<file path="src/rtl/hps_pixel_writer_if.sv">
// HPS register-write port and image-memory pixel-write port of the pixel writer.
interface hps_pixel_writer_if #(
    parameter int ADDR_W = 16
);
    logic [7:0]        hps_writedata;
    logic              hps_write;
    logic              hps_chipselect;
    logic [3:0]        hps_address;
    logic              img_mem_ready;
    logic              img_mem_we;
    logic [ADDR_W-1:0] img_mem_addr;
    logic [3:0]        img_mem_data;

    // Environment side: HPS bridge plus image memory.
    modport master (
        output hps_writedata, hps_write, hps_chipselect, hps_address, img_mem_ready,
        input  img_mem_we, img_mem_addr, img_mem_data
    );

    // Pixel writer side.
    modport slave (
        input  hps_writedata, hps_write, hps_chipselect, hps_address, img_mem_ready,
        output img_mem_we, img_mem_addr, img_mem_data
    );
endinterface

</file>
<file path="src/rtl/hps_pixel_writer.sv">
// Buffers HPS byte writes in a FIFO and drains each byte as two 4-bit pixel
// writes (low nibble, then high nibble) to consecutive image-memory addresses.
module hps_pixel_writer #(
    parameter int ADDR_W     = 16,
    parameter int FIFO_DEPTH = 8
) (
    input  logic                          clk,
    input  logic                          reset,
    hps_pixel_writer_if.slave             bus,
    output logic                          busy,
    output logic                          overflow,
    output logic [$clog2(FIFO_DEPTH):0]   fifo_level
);
    localparam int AW = $clog2(FIFO_DEPTH);
    localparam int EW = 8 + ADDR_W;

    typedef enum logic [1:0] {S_IDLE, S_LO, S_HI} state_t;

    state_t            state_q, state_d;
    logic [ADDR_W-1:0] ptr_q, ptr_d;
    logic [15:0]       ptr_ext;
    logic              ovf_q;
    logic [EW-1:0]     mem_q [FIFO_DEPTH];
    logic [AW-1:0]     wr_idx_q, rd_idx_q;
    logic [AW:0]       count_q, count_d;
    logic [7:0]        hold_byte_q, hold_byte_d;
    logic [ADDR_W-1:0] hold_base_q, hold_base_d;
    logic              we_q, we_d;
    logic [ADDR_W-1:0] addr_q, addr_d;
    logic [3:0]        data_q, data_d;
    logic [EW-1:0]     head;

    logic wr, wr_lo, wr_hi, wr_data, wr_ctrl;
    logic full, empty, push, pop, drop, flush, ovf_clr;

    assign wr      = bus.hps_write & bus.hps_chipselect;
    assign wr_lo   = wr && (bus.hps_address == 4'd0);
    assign wr_hi   = wr && (bus.hps_address == 4'd1);
    assign wr_data = wr && (bus.hps_address == 4'd2);
    assign wr_ctrl = wr && (bus.hps_address == 4'd3);

    // Fullness uses the registered count, so a full-cycle write drops even if a pop happens too.
    assign full    = (count_q == (AW+1)'(FIFO_DEPTH));
    assign empty   = (count_q == '0);
    assign push    = wr_data && !full;
    assign drop    = wr_data && full;
    assign flush   = wr_ctrl && bus.hps_writedata[1];
    assign ovf_clr = wr_ctrl && bus.hps_writedata[0];
    assign head    = mem_q[rd_idx_q];

    assign busy             = !empty || (state_q != S_IDLE);
    assign overflow         = ovf_q;
    assign fifo_level       = count_q;
    assign bus.img_mem_we   = we_q;
    assign bus.img_mem_addr = addr_q;
    assign bus.img_mem_data = data_q;

    // Write pointer: byte loads via ADDR_LO/ADDR_HI, advance by two pixels per accepted DATA byte.
    always_comb begin
        ptr_ext = 16'(ptr_q);
        ptr_d   = ptr_q;
        if (wr_lo) begin
            ptr_ext[7:0] = bus.hps_writedata;
            ptr_d        = ptr_ext[ADDR_W-1:0];
        end else if (wr_hi) begin
            ptr_ext[15:8] = bus.hps_writedata;
            ptr_d         = ptr_ext[ADDR_W-1:0];
        end else if (push) begin
            ptr_d = ptr_q + ADDR_W'(2);
        end
    end

    // FIFO occupancy next value.
    always_comb begin
        unique case ({push, pop})
            2'b10:   count_d = count_q + 1'b1;
            2'b01:   count_d = count_q - 1'b1;
            default: count_d = count_q;
        endcase
    end

    // Pointer, overflow flag and FIFO index/count registers.
    always_ff @(posedge clk) begin
        if (reset) begin
            ptr_q    <= '0;
            ovf_q    <= 1'b0;
            wr_idx_q <= '0;
            rd_idx_q <= '0;
            count_q  <= '0;
        end else begin
            ptr_q <= ptr_d;
            if (drop) begin
                ovf_q <= 1'b1;
            end else if (ovf_clr) begin
                ovf_q <= 1'b0;
            end
            if (flush) begin
                wr_idx_q <= '0;
                rd_idx_q <= '0;
                count_q  <= '0;
            end else begin
                if (push) wr_idx_q <= wr_idx_q + AW'(1);
                if (pop)  rd_idx_q <= rd_idx_q + AW'(1);
                count_q <= count_d;
            end
        end
    end

    // FIFO storage; emptiness is tracked by the indices, so entries need no reset.
    always_ff @(posedge clk) begin
        if (push) begin
            mem_q[wr_idx_q] <= {bus.hps_writedata, ptr_q};
        end
    end

    // Drain FSM state and hold registers.
    always_ff @(posedge clk) begin
        if (reset) begin
            state_q     <= S_IDLE;
            hold_byte_q <= '0;
            hold_base_q <= '0;
        end else begin
            state_q     <= state_d;
            hold_byte_q <= hold_byte_d;
            hold_base_q <= hold_base_d;
        end
    end

    // Drain FSM next state; a pop loads the head entry into the hold registers.
    always_comb begin
        state_d     = state_q;
        pop         = 1'b0;
        hold_byte_d = hold_byte_q;
        hold_base_d = hold_base_q;
        unique case (state_q)
            S_IDLE: begin
                if (!empty) begin
                    pop         = 1'b1;
                    hold_byte_d = head[EW-1 -: 8];
                    hold_base_d = head[ADDR_W-1:0];
                    state_d     = S_LO;
                end
            end
            S_LO: begin
                if (bus.img_mem_ready) state_d = S_HI;
            end
            S_HI: begin
                if (bus.img_mem_ready) begin
                    if (!empty) begin
                        pop         = 1'b1;
                        hold_byte_d = head[EW-1 -: 8];
                        hold_base_d = head[ADDR_W-1:0];
                        state_d     = S_LO;
                    end else begin
                        state_d = S_IDLE;
                    end
                end
            end
            default: state_d = S_IDLE;
        endcase
        if (flush) begin
            state_d     = S_IDLE;
            pop         = 1'b0;
            hold_byte_d = hold_byte_q;
            hold_base_d = hold_base_q;
        end
    end

    // Pixel outputs decoded from the next state so they are registered; IDLE keeps the last pixel.
    always_comb begin
        we_d   = (state_d != S_IDLE);
        addr_d = addr_q;
        data_d = data_q;
        unique case (state_d)
            S_LO: begin
                addr_d = hold_base_d;
                data_d = hold_byte_d[3:0];
            end
            S_HI: begin
                addr_d = hold_base_d + 1'b1;
                data_d = hold_byte_d[7:4];
            end
            default: ;
        endcase
    end

    // Pixel output registers.
    always_ff @(posedge clk) begin
        if (reset) begin
            we_q   <= 1'b0;
            addr_q <= '0;
            data_q <= '0;
        end else begin
            we_q   <= we_d;
            addr_q <= addr_d;
            data_q <= data_d;
        end
    end
endmodule

</file>
<file path="src/flat_wrapper.sv">
// flat-port wrapper written by rule: the top's interface ports become plain ports
module hps_pixel_writer_flat 
#(
    parameter int ADDR_W     = 16,
    parameter int FIFO_DEPTH = 8
)
  (clk, reset, busy, overflow, fifo_level, bus_hps_writedata, bus_hps_write, bus_hps_chipselect, bus_hps_address, bus_img_mem_ready, bus_img_mem_we, bus_img_mem_addr, bus_img_mem_data);
  hps_pixel_writer_if #(.ADDR_W(ADDR_W)) bus_i ();
  input  logic clk;
  input  logic reset;
  output logic busy;
  output logic overflow;
  output logic [$clog2(FIFO_DEPTH):0] fifo_level;
  input wire logic [$bits(bus_i.hps_writedata)-1:0] bus_hps_writedata;
  input wire logic [$bits(bus_i.hps_write)-1:0] bus_hps_write;
  input wire logic [$bits(bus_i.hps_chipselect)-1:0] bus_hps_chipselect;
  input wire logic [$bits(bus_i.hps_address)-1:0] bus_hps_address;
  input wire logic [$bits(bus_i.img_mem_ready)-1:0] bus_img_mem_ready;
  output wire logic [$bits(bus_i.img_mem_we)-1:0] bus_img_mem_we;
  output wire logic [$bits(bus_i.img_mem_addr)-1:0] bus_img_mem_addr;
  output wire logic [$bits(bus_i.img_mem_data)-1:0] bus_img_mem_data;
  assign bus_i.hps_writedata = bus_hps_writedata;
  assign bus_i.hps_write = bus_hps_write;
  assign bus_i.hps_chipselect = bus_hps_chipselect;
  assign bus_i.hps_address = bus_hps_address;
  assign bus_i.img_mem_ready = bus_img_mem_ready;
  assign bus_img_mem_we = bus_i.img_mem_we;
  assign bus_img_mem_addr = bus_i.img_mem_addr;
  assign bus_img_mem_data = bus_i.img_mem_data;
  hps_pixel_writer #(.ADDR_W(ADDR_W), .FIFO_DEPTH(FIFO_DEPTH)) u_core (.clk(clk), .reset(reset), .bus(bus_i), .busy(busy), .overflow(overflow), .fifo_level(fifo_level));
endmodule
</file>
<file path="config.mk">
export PLATFORM = sky130hd
export DESIGN_NAME = hps_pixel_writer_flat
export DESIGN_NICKNAME = d
export VERILOG_FILES = /design/src/rtl/hps_pixel_writer_if.sv /design/src/rtl/hps_pixel_writer.sv /design/src/flat_wrapper.sv
export SDC_FILE = /design/constraint.sdc
export NUM_CORES = 1
export LEC_CHECK = 0
export CORE_MARGIN = 3
export CORE_UTILIZATION = 35
export CTS_CLUSTER_DIAMETER = 50
export DETAILED_ROUTE_END_ITERATION = 16
export MAX_ROUTING_LAYER = met4
export PLACE_DENSITY = 0.62
export SYNTH_ARGS = -nofsm -noshare
export SYNTH_HDL_FRONTEND = slang
export SYNTH_SLANG_ARGS = --single-unit
</file>
<file path="constraint.sdc">
create_clock -name clk -period 5.3 [get_ports clk]
set_clock_uncertainty 0.2 [all_clocks]
set_input_delay 1.325 -clock clk [delete_from_list [all_inputs] [get_ports clk]]
set_output_delay 1.325 -clock clk [all_outputs]
set_load 0.03 [all_outputs]
</file>
==> qor.yml, run 1 <==
status: "completed"
post_cts_buffers: 0
fin_tns_setup_ns: 0
cap_violations: 0
setup_viol: 0
fin_crit_sh_pct: 77.75
dr.pass1.iters: 4
clockRootBuffer: "clkbuf_16"
drive_gt1_share_pct: 19.65
cts_resized: 0
synth-seq-cells: 269
die_w_microns: 183.2
cts_hold_buf: 0
area_delta_synth_final_pct: 17.69
ios: 44
ir_worst_vdd_mv: 0.3233
cp_slowest_stage_delay_ns: 0.60
yosysUniqueCellTypes: 63
synth-edff-count: 192
fmax_ghz: 0.2427
rsz0062_at_grt: "false"
hpwl_mm: 14.34
yosysWarnings: 0
syn_area_sq_mm: 0.01099
leakage_nw: 4.115
worstPathArrival_ns: 4.37
register_area_sq_mm: 0.007310
yosysTopAreaCellShare_pct: 52.48
vias_per_cell: 5.088
busiest_layer: "met2"
worstPathMaxFanout: 24
setup_ws_ns: 1.179
die_area_sq_mm: 0.03355
setup.worst_path.end_class: "flop"
powerDensity_mw_per_mm2: 481.1
timing.final.hold_violations: 0
n_fill_cell: 2770
gp_congestion: 0.7811
numPortBuffers: 43
ys_seq_area_share_pct: 66.51
placementRows: 64
clock_latency_ns: 0.55
critPathKind: "in2reg"
synthArstFlopShare_pct: 0
first_iter_violations: 459
cts_sinks: 269
relSlewSlack_pct: 37.68
core_area_sq_mm: 0.03075
cp.required_ns: 5.55
grt_use_total_pct: 14.45
grt_max_degree: 65
routed_wl_mm: 23.37
start_kind: "input port"
layout.nets: 792
synth.most_common_cell: "edfxtp_1"
synth_area_leader_cell: "edfxtp_1"
power_mw: 6.220
final_area_sq_mm: 0.01293
synthesis.nets: 727
ys.flop_type: "edfxtp_1"
grt_pass1_vias: 6040
multi_input_area_sq_mm: 0.003482
synth_common_cells: "edfxtp_1, nor2_1, dfxtp_1"
switching_share_pct: 29.85
min_path_type: "reg2reg"
grt_overflow: 0
final_antenna_net_count: 0
die_h_microns: 183.2
clkPwrFrac_pct: 33.4
h-tree-depth: 1
p_comb_share_pct: 25.4
slew_violations: 0
grt_pass1_wl_mm: 36.18
cts_made_buffers: 30
cell_internal_pwr_mw: 4.363
p_switching_mw: 1.857
cts_tree: "done"
cts_buffer_depth: 3
crit_path_top_delay_cell: "clkdlybuf4s50_1"
period_needed_ns: 4.121
grtUsageMet3_pct: 2.122
worstPathCellList: "clkdlybuf4s50_1, nand4bb_4, or2_1, nand2_2, inv_4, mux2i_1, inv_1, ha_1, nand2_1, nor4_4, nand4_1, a311oi_1"
fin_util_pct: 42.05
drc: 0
syn_area_per_cell_sq_um: 15.69
p_seq_share_pct: 41.2
met2_usage_pct: 23.63
use_met1_pct: 19.35
synth.area.top_cells: "edfxtp_1, dfxtp_1, mux4_2"
netlist_instances: 700
worst_slew_pin_slew_ns: 0.9348
routedWlPerCell_microns: 19.72
clkTransAtPathRegs_ns: 0.06
pre_cts_slack_ns: 0.6125
antenna_found_initial: 0
num_vias: 6029
start_util_pct: 35.73
placed_area_sq_mm: 0.01191
diodes: 0
[cells by family after synthesis]
group                      after synthesis  synth area share, %
and+or+nand+nor                        189                8.428
adders and majority gates               10                1.207
DFF                                    269                66.51
xor gates and xnor gates                23                1.834
muxes                                   96                14.94
AOI/OAI and AO/OA                       72                5.000
buffers and inverters                   41                2.073
[critical path: cells and delay by family]
| kind | cells | cell delay [ns] |
|---|---|---|
| adders and majority gates | 1 | 0.13 |
| AOI/OAI and AO/OA | 1 | 0.27 |
| buffers and inverters | 3 | 0.90 |
| and+or+nand+nor | 6 | 1.52 |
| muxes | 1 | 0.20 |
[metrics by stage]
| stage | std cells | hold WS, ns |
|---|---|---|
| final | 1185 | 0.2845 |
| after global routing | 1185 | 0.3095 |
| after CTS | 1185 | 0.2870 |
| after detailed placement | 1129 | 0.2724 |
| after global placement | 1129 | 0.2748 |
| after floorplan | 700 | 0.2541 |
[final timing paths]
| kind | cells past startpoint | slack [ns] | end | start |
|---|---|---|---|---|
| worst max-delay path | 12 | 1.18 | u_core.bus.img_mem_addr[14]$_SDFFE_PP0P_ | bus_hps_write |
| worst min-delay path | 2 | 0.28 | u_core.bus.img_mem_addr[6]$_SDFFE_PP0P_ | u_core.bus.img_mem_addr[6]$_SDFFE_PP0P_ |
| worst max register to register | 7 | 1.71 | u_core.bus.img_mem_addr[15]$_SDFFE_PP0P_ | flop |
| worst min register to register | 2 | 0.28 | u_core.bus.img_mem_addr[6]$_SDFFE_PP0P_ | u_core.bus.img_mem_addr[6]$_SDFFE_PP0P_ |
[power groups by stage]
stage               registers (mW)  logic (mW)  clock network [mW]
global placement              2.61        1.58                   0
detailed placement            2.61        1.59                   0
floorplan                     2.66        1.15                   0
CTS                           2.57        1.60                2.13
finish                        2.56        1.58                2.08
global route                  2.59        1.75                2.21
[flip-flops by register name, indices dropped and copies added, names as in the netlist, named ones only]
register	flops
u_core.mem_q	192
u_core.state_q	2
u_core.hold_byte_q	8
u_core.ptr_q	16
u_core.fifo_level	4
u_core.hold_base_q	16
u_core.wr_idx_q	3
u_core.bus.img_mem_addr	16
u_core.bus.img_mem_data	4
u_core.bus.img_mem_we	1
u_core.rd_idx_q	3
u_core.overflow	1
[placed cells by master, fill, tap and decap left out, drive strengths merged, types with 20 or more instances in the layout]
master / synthesis / routed
mux4: 48 / 48
edfxtp: 192 / 192
dfxtp: 77 / 77
mux2i: 33 / 33
a21oi: 20 / 20
buf: 19 / 23
clkbuf: 13 / 40
nand2: 26 / 26
nor2: 97 / 97
clkdlybuf4s50: 0 / 42
[layout make-up]
| type | instances | share of cell area, % |
|---|---|---|
| sequential | 269 | 56.54 |
| inverter | 9 | 0.2807 |
| clock inverter | 16 | 1.355 |
| timing repair buffer | 65 | 4.568 |
| clock buffer | 40 | 6.494 |
| multi-input combinational | 390 | 26.93 |
| tap | 396 | 3.832 |
[per-layer routing]
layer  up-vias  routed length (microns)
met5         -                        0
met4         0                      418
met3        35                     1062
met2       136                    11290
met1      3023                    10590
li1       2835                        -
Power figures use the tool's default switching activity.
==> run 2, diff against run 1 <==
Clock period 5.3 ns to 4.2 ns, I/O delays scaled along.
==> qor.yml, run 2 (synthesized netlist as in run 1, its figures left out) <==
status: "completed"
dr.pass1.iters: 5  # +1
clockRootBuffer: "clkbuf_16"
drc: 0  # unchanged
final_area_sq_mm: 0.01318  # +1.9%
clkTransAtPathRegs_ns: 0.06  # about the same
fin_util_pct: 42.86  # +0.82 points
cts_sinks: 269  # unchanged
area_delta_synth_final_pct: 19.98
grt_use_total_pct: 14.17  # -0.28 points
ff2ff_path_depth: 10  # +3
pre_cts_slack_ns: 0.1303  # -0.4822 ns
rrSetupSlack_ns: 0.98  # -0.73 ns
final_antenna_net_count: 0  # unchanged
relSlewSlack_pct: 51.37  # +14 points
layout_commonest_cell: "edfxtp_1"
hold_depth: 2  # unchanged
instances_no_fill: 1203  # +1.5%
num_vias: 6077  # +0.80%
largest_register_ffs: 192  # unchanged
cp_top_family: "simple AND/OR/NAND/NOR gates"
hp-start: "u_core.bus.img_mem_addr[3]$_SDFFE_PP0P_"
cp.required_ns: 2.95  # -2.60 ns
p_switching_mw: 2.417  # +30%
hpwl_mm: 15.03  # +4.8%
drive_gt1_share_pct: 22.06  # +2.4 points
worstPathArrival_ns: 2.37  # -2.00 ns
die_h_microns: 183.2  # unchanged
r2r-end: "u_core.bus.img_mem_addr[14]$_SDFFE_PP0P_"
regMostFlops: "u_core.mem_q"
crit_path_top_delay_cell: "clkdlybuf4s50_1"
critPathKind: "reg2out"
cts_buffer_depth: 3  # unchanged
cp_slowest_stage_delay_ns: 0.59  # about the same
whs_endpoint: "u_core.bus.img_mem_addr[3]$_SDFFE_PP0P_"
period_needed_ns: 3.617
die_area_sq_mm: 0.03355  # unchanged
worst_slew_pin_slew_ns: 0.7239  # -0.2109 ns
layout.nets: 810  # +2.3%
ios: 44  # unchanged
register_area_sq_mm: 0.007310  # unchanged
diodes: 0  # unchanged
cts_resized: 0  # unchanged
setup.worst_path.end_class: "output pin"
h-tree-depth: 1  # unchanged
power_mw: 8.203  # +32%
dp_cells: 1147  # +1.6%
cap_violations: 0  # unchanged
routedWlPerCell_microns: 19.02  # -3.6%
setup_ws_ns: 0.5825  # -0.5966 ns
grt_overflow: 0  # unchanged
start_util_pct: 35.73  # unchanged
worstPathCellList: "nor4_2, nand2b_1, or2_2, clkdlybuf4s50_1"
gp_congestion: 0.8075  # +3.4%
mostFrequentLayoutCells: "edfxtp_1, nor2_1, dfxtp_1"
routed_wl_mm: 22.88  # -2.1%
cell_internal_pwr_mw: 5.786  # +33%
placementRows: 64  # unchanged
die_w_microns: 183.2  # unchanged
post_cts_buffers: 0  # unchanged
vias_per_cell: 5.052  # -0.71%
placed_area_sq_mm: 0.01207  # +1.3%
grt_pass1_vias: 6214  # +2.9%
min_path_type: "reg2reg"
fin_tns_setup_ns: 0  # unchanged
p_comb_share_pct: 26.4  # +1.0 points
multi_input_area_sq_mm: 0.003495  # +0.36%
slew_violations: 0  # unchanged
switching_share_pct: 29.47  # -0.39 points
fin_crit_sh_pct: 86.13
antenna_found_initial: 0  # unchanged
fmax_ghz: 0.2764
path_buf_inv: 1  # -2
cts_made_buffers: 30  # unchanged
ir_worst_vdd_mv: 0.3008  # -7.0%
start_kind: "flop"
powerDensity_mw_per_mm2: 622.4  # +29%
leakage_nw: 4.255  # +3.4%
finalHoldWorstSlack_ns: 0.2830  # -0.001554 ns
core_area_sq_mm: 0.03075  # unchanged
cts_hold_buf: 0  # unchanged
first_iter_violations: 363  # -21%
numPortBuffers: 43  # unchanged
n_fill_cell: 2774  # +0.14%
cts_tree: "done"
p_seq_share_pct: 39.0  # -2.2 points
worstPathMaxFanout: 6  # -75%
clkPwrFrac_pct: 34.6  # +1.2 points
setup_viol: 0  # unchanged
grt_max_degree: 40  # -38%
rsz0062_at_grt: "false"
clock_latency_ns: 0.55  # about the same
grt_pass1_wl_mm: 36.00  # -0.49%
timing.final.hold_violations: 0  # unchanged
-- run 2: cell types whose count changed in the layout (fill, tap and decap cells not counted), moves of 2 or more --
cell	change
buf_4	+17
bufinv_16	+3
clkbuf_1	-3
clkbuf_8	+2
clkinv_1	-2
clkinv_4	+2
clkinvlp_4	-4
nor3_2	-2
nor3_4	+2
-- run 2: power groups by stage --
stage	Combinational (mW)	Sequential [mW]	Clock (mW)
2_1_floorplan	1.45	3.36	0
3_3_place_gp	2.17	3.25	0
3_5_place_dp	2.18	3.25	0
4_1_cts	2.20	3.20	2.90
5_1_grt	2.37	3.23	3.01
6_report	2.17	3.20	2.84
-- run 2: per-layer routing --
metal	wire length (microns)	track usage [%]	vias to the layer above	share of wire [%]
li1	-	-	2865	-
met1	10100	18.40	3057	44
met2	11430	23.75	128	50
met3	1035	2.221	27	4.5
met4	309	3.108	0	1.4
met5	0	-	-	0
-- run 2: worst max-delay path by stage --
stage / endpoint / startpoint / slack (ns) / cells past startpoint
6_report: busy / u_core.fifo_level[0]$_SDFFE_PP0P_ / 0.58 / 4
5_1_grt: busy / u_core.fifo_level[0]$_SDFFE_PP0P_ / 0.42 / 4
3_3_place_gp: u_core.bus.img_mem_addr[14]$_SDFFE_PP0P_ / bus_hps_writedata[1] / 0.21 / 12
2_1_floorplan: u_core.mem_q[1][0]$_DFFE_PP_ / bus_hps_address[2] / 0.35 / 5
4_1_cts: busy / u_core.fifo_level[0]$_SDFFE_PP0P_ / 0.52 / 4
3_5_place_dp: u_core.bus.img_mem_addr[14]$_SDFFE_PP0P_ / bus_hps_writedata[1] / 0.13 / 12
-- run 2: final cells by class --
cell class / count / area share (%)
clock buffers: 38 / 6.303
clock inverters: 18 / 2.088
inverters: 9 / 0.2753
multi-input cells: 390 / 26.51
flip-flops and latches: 269 / 55.46
well taps: 396 / 3.759
repair buffers: 83 / 5.601
-- run 2: worst min-delay path, delay by kind of cell, from the launching register on --
family	cells	cell delay, ns
flops	1	0.31
simple gates	1	0.08
compound gates	1	0.05
==> run 3, diff against run 2 <==
Settings changed: DONT_BUFFER_PORTS set to 1, MAX_ROUTING_LAYER met4 to unset, PLACE_DENSITY 0.62 to 0.6.
==> qor.yml, run 3 (synthesized netlist as in run 1, its figures left out) <==
critPathKind: "reg2reg"
grt_overflow: 0  # unchanged
gp_congestion: 0.7920  # -1.9%
antenna_found_initial: 0  # unchanged
clockRootBuffer: "clkbuf_16"
finalHoldWorstSlack_ns: 0.2834  # +0.0004320 ns
setup_viol: 0  # unchanged
first_iter_violations: 468  # +29%
clkTransAtPathRegs_ns: 0.06  # about the same
rsz0062_at_grt: "false"
final_area_sq_mm: 0.01261  # -4.3%
area_delta_synth_final_pct: 14.76
leakage_nw: 4.010  # -5.8%
powerDensity_mw_per_mm2: 622.1  # about the same
start_util_pct: 35.73  # unchanged
vias_per_cell: 5.089  # +0.74%
core_area_sq_mm: 0.03075  # unchanged
hold_depth: 2  # unchanged
grt_pass1_wl_mm: 35.76  # -0.67%
ff2ff_path_depth: 9  # -1
cts_resized: 0  # unchanged
fmax_ghz: 0.3006  # +8.7%
die_w_microns: 183.2  # unchanged
ios: 44  # unchanged
fin_crit_sh_pct: 79.21  # -6.9 points
drive_gt1_share_pct: 21.57  # -0.49 points
cp_slowest_stage_delay_ns: 0.64  # +0.05 ns
min_path_type: "reg2reg"
cts_sinks: 269  # unchanged
final_antenna_net_count: 0  # unchanged
period_needed_ns: 3.327  # -0.2906 ns
mostFrequentLayoutCells: "edfxtp_1, nor2_1, dfxtp_1"
num_vias: 5837  # -3.9%
cts_tree: "done"
setup.worst_path.end_class: "flop"
worstPathMaxFanout: 7  # +1
start_kind: "flop"
placementRows: 64  # unchanged
layout_commonest_cell: "edfxtp_1"
largest_register_ffs: 192  # unchanged
worstPathCellList: "nor4_2, or3_1, nor3_1, a21o_1, ha_1, nand2_1, nor4_4, nand4_1, a311oi_1"
fin_tns_setup_ns: 0  # unchanged
status: "completed"
dr.pass1.iters: 5  # unchanged
cts_hold_buf: 0  # unchanged
n_fill_cell: 2800  # +0.94%
numPortBuffers: 0  # -100%
drc: 0  # unchanged
routed_wl_mm: 22.84  # -0.18%
die_h_microns: 183.2  # unchanged
ir_worst_vdd_mv: 0.3014  # +0.22%
cts_buffer_depth: 3  # unchanged
routedWlPerCell_microns: 19.91  # +4.7%
hpwl_mm: 14.64  # -2.6%
fin_util_pct: 41.00  # -1.9 points
placed_area_sq_mm: 0.01154  # -4.4%
timing.final.hold_violations: 0  # unchanged
cts_made_buffers: 30  # unchanged
regMostFlops: "u_core.mem_q"
grt_use_total_pct: 13.78  # -0.39 points
crit_path_top_delay_cell: "dfxtp_1"
post_cts_buffers: 0  # unchanged
worst_slew_pin_slew_ns: 0.8098  # +0.08583 ns
h-tree-depth: 1  # unchanged
clock_latency_ns: 0.55  # about the same
worstPathArrival_ns: 3.57  # +1.20 ns
relSlewSlack_pct: 45.60  # -5.8 points
cap_violations: 0  # unchanged
cp.required_ns: 4.45  # +1.50 ns
layout.nets: 754  # -6.9%
diodes: 0  # unchanged
die_area_sq_mm: 0.03355  # unchanged
grt_pass1_vias: 5854  # -5.8%
slew_violations: 0  # unchanged
grt_max_degree: 66  # +65%
run 3: changes by cell type in the layout (fill, tap and decap cells not counted), moves of 2 or more:
cell             change
buf_4               -12
clkdlybuf4s50_1     -42
clkinv_2             +3
clkbuf_8             -5
clkinv_1             +2
run 3: critical path: cells and delay by family (launching register included):
family | cells | cell delay, ns
flip-flops | 1 | 0.64
AND/OR/NAND/NOR | 6 | 1.75
adder cells (fa/ha/maj) | 1 | 0.15
AO/OA/AOI/OAI | 2 | 0.48
run 3: power breakdown:
part           switching (mW)  total, mW  internal (mW)
registers               0.330       3.38           3.05
logic                   0.948       1.69          0.744
clock network            1.05       2.78           1.72
run 3: area by class of cell:
| cell class | instances | area (sq um) | area share [%] |
|---|---|---|---|
| multi-input cells | 390 | 3495 | 27.72 |
| inverters | 9 | 36.28 | 0.2878 |
| well taps | 396 | 495.5 | 3.930 |
| clock buffers | 34 | 787.0 | 6.243 |
| repair buffers | 27 | 202.7 | 1.608 |
| clock inverters | 22 | 281.5 | 2.233 |
| flip-flops and latches | 269 | 7310 | 57.98 |
run 3: per-layer routing:
| metal | vias up | global-route usage [%] | wire length [microns] |
|---|---|---|---|
| li1 | 2760 | - | - |
| met1 | 2948 | 19.09 | 10380 |
| met2 | 106 | 22.76 | 11090 |
| met3 | 23 | 2.717 | 1061 |
| met4 | 0 | 2.925 | 297 |
| met5 | - | 0 | 0 |
run 3: worst paths after layout:
kind	startpoint	endpoint	slack, ns
min reg2reg	u_core.rd_idx_q[1]$_SDFFE_PP0P_	flop	0.28
max reg2reg	u_core.fifo_level[0]$_SDFFE_PP0P_	u_core.bus.img_mem_addr[14]$_SDFFE_PP0P_	0.87
min	u_core.rd_idx_q[1]$_SDFFE_PP0P_	flop	0.28
max	u_core.fifo_level[0]$_SDFFE_PP0P_	u_core.bus.img_mem_addr[14]$_SDFFE_PP0P_	0.87
run 3: metrics by stage:
step	power, mW	instances	setup slack (ns)
5_1_grt	8.247	1147	0.5983
2_1_floorplan	4.806	700	0.3521
4_1_cts	7.935	1147	0.8433
6_report	7.843	1147	0.8731
3_5_place_dp	5.149	1091	0.4757
3_3_place_gp	5.135	1091	0.5747
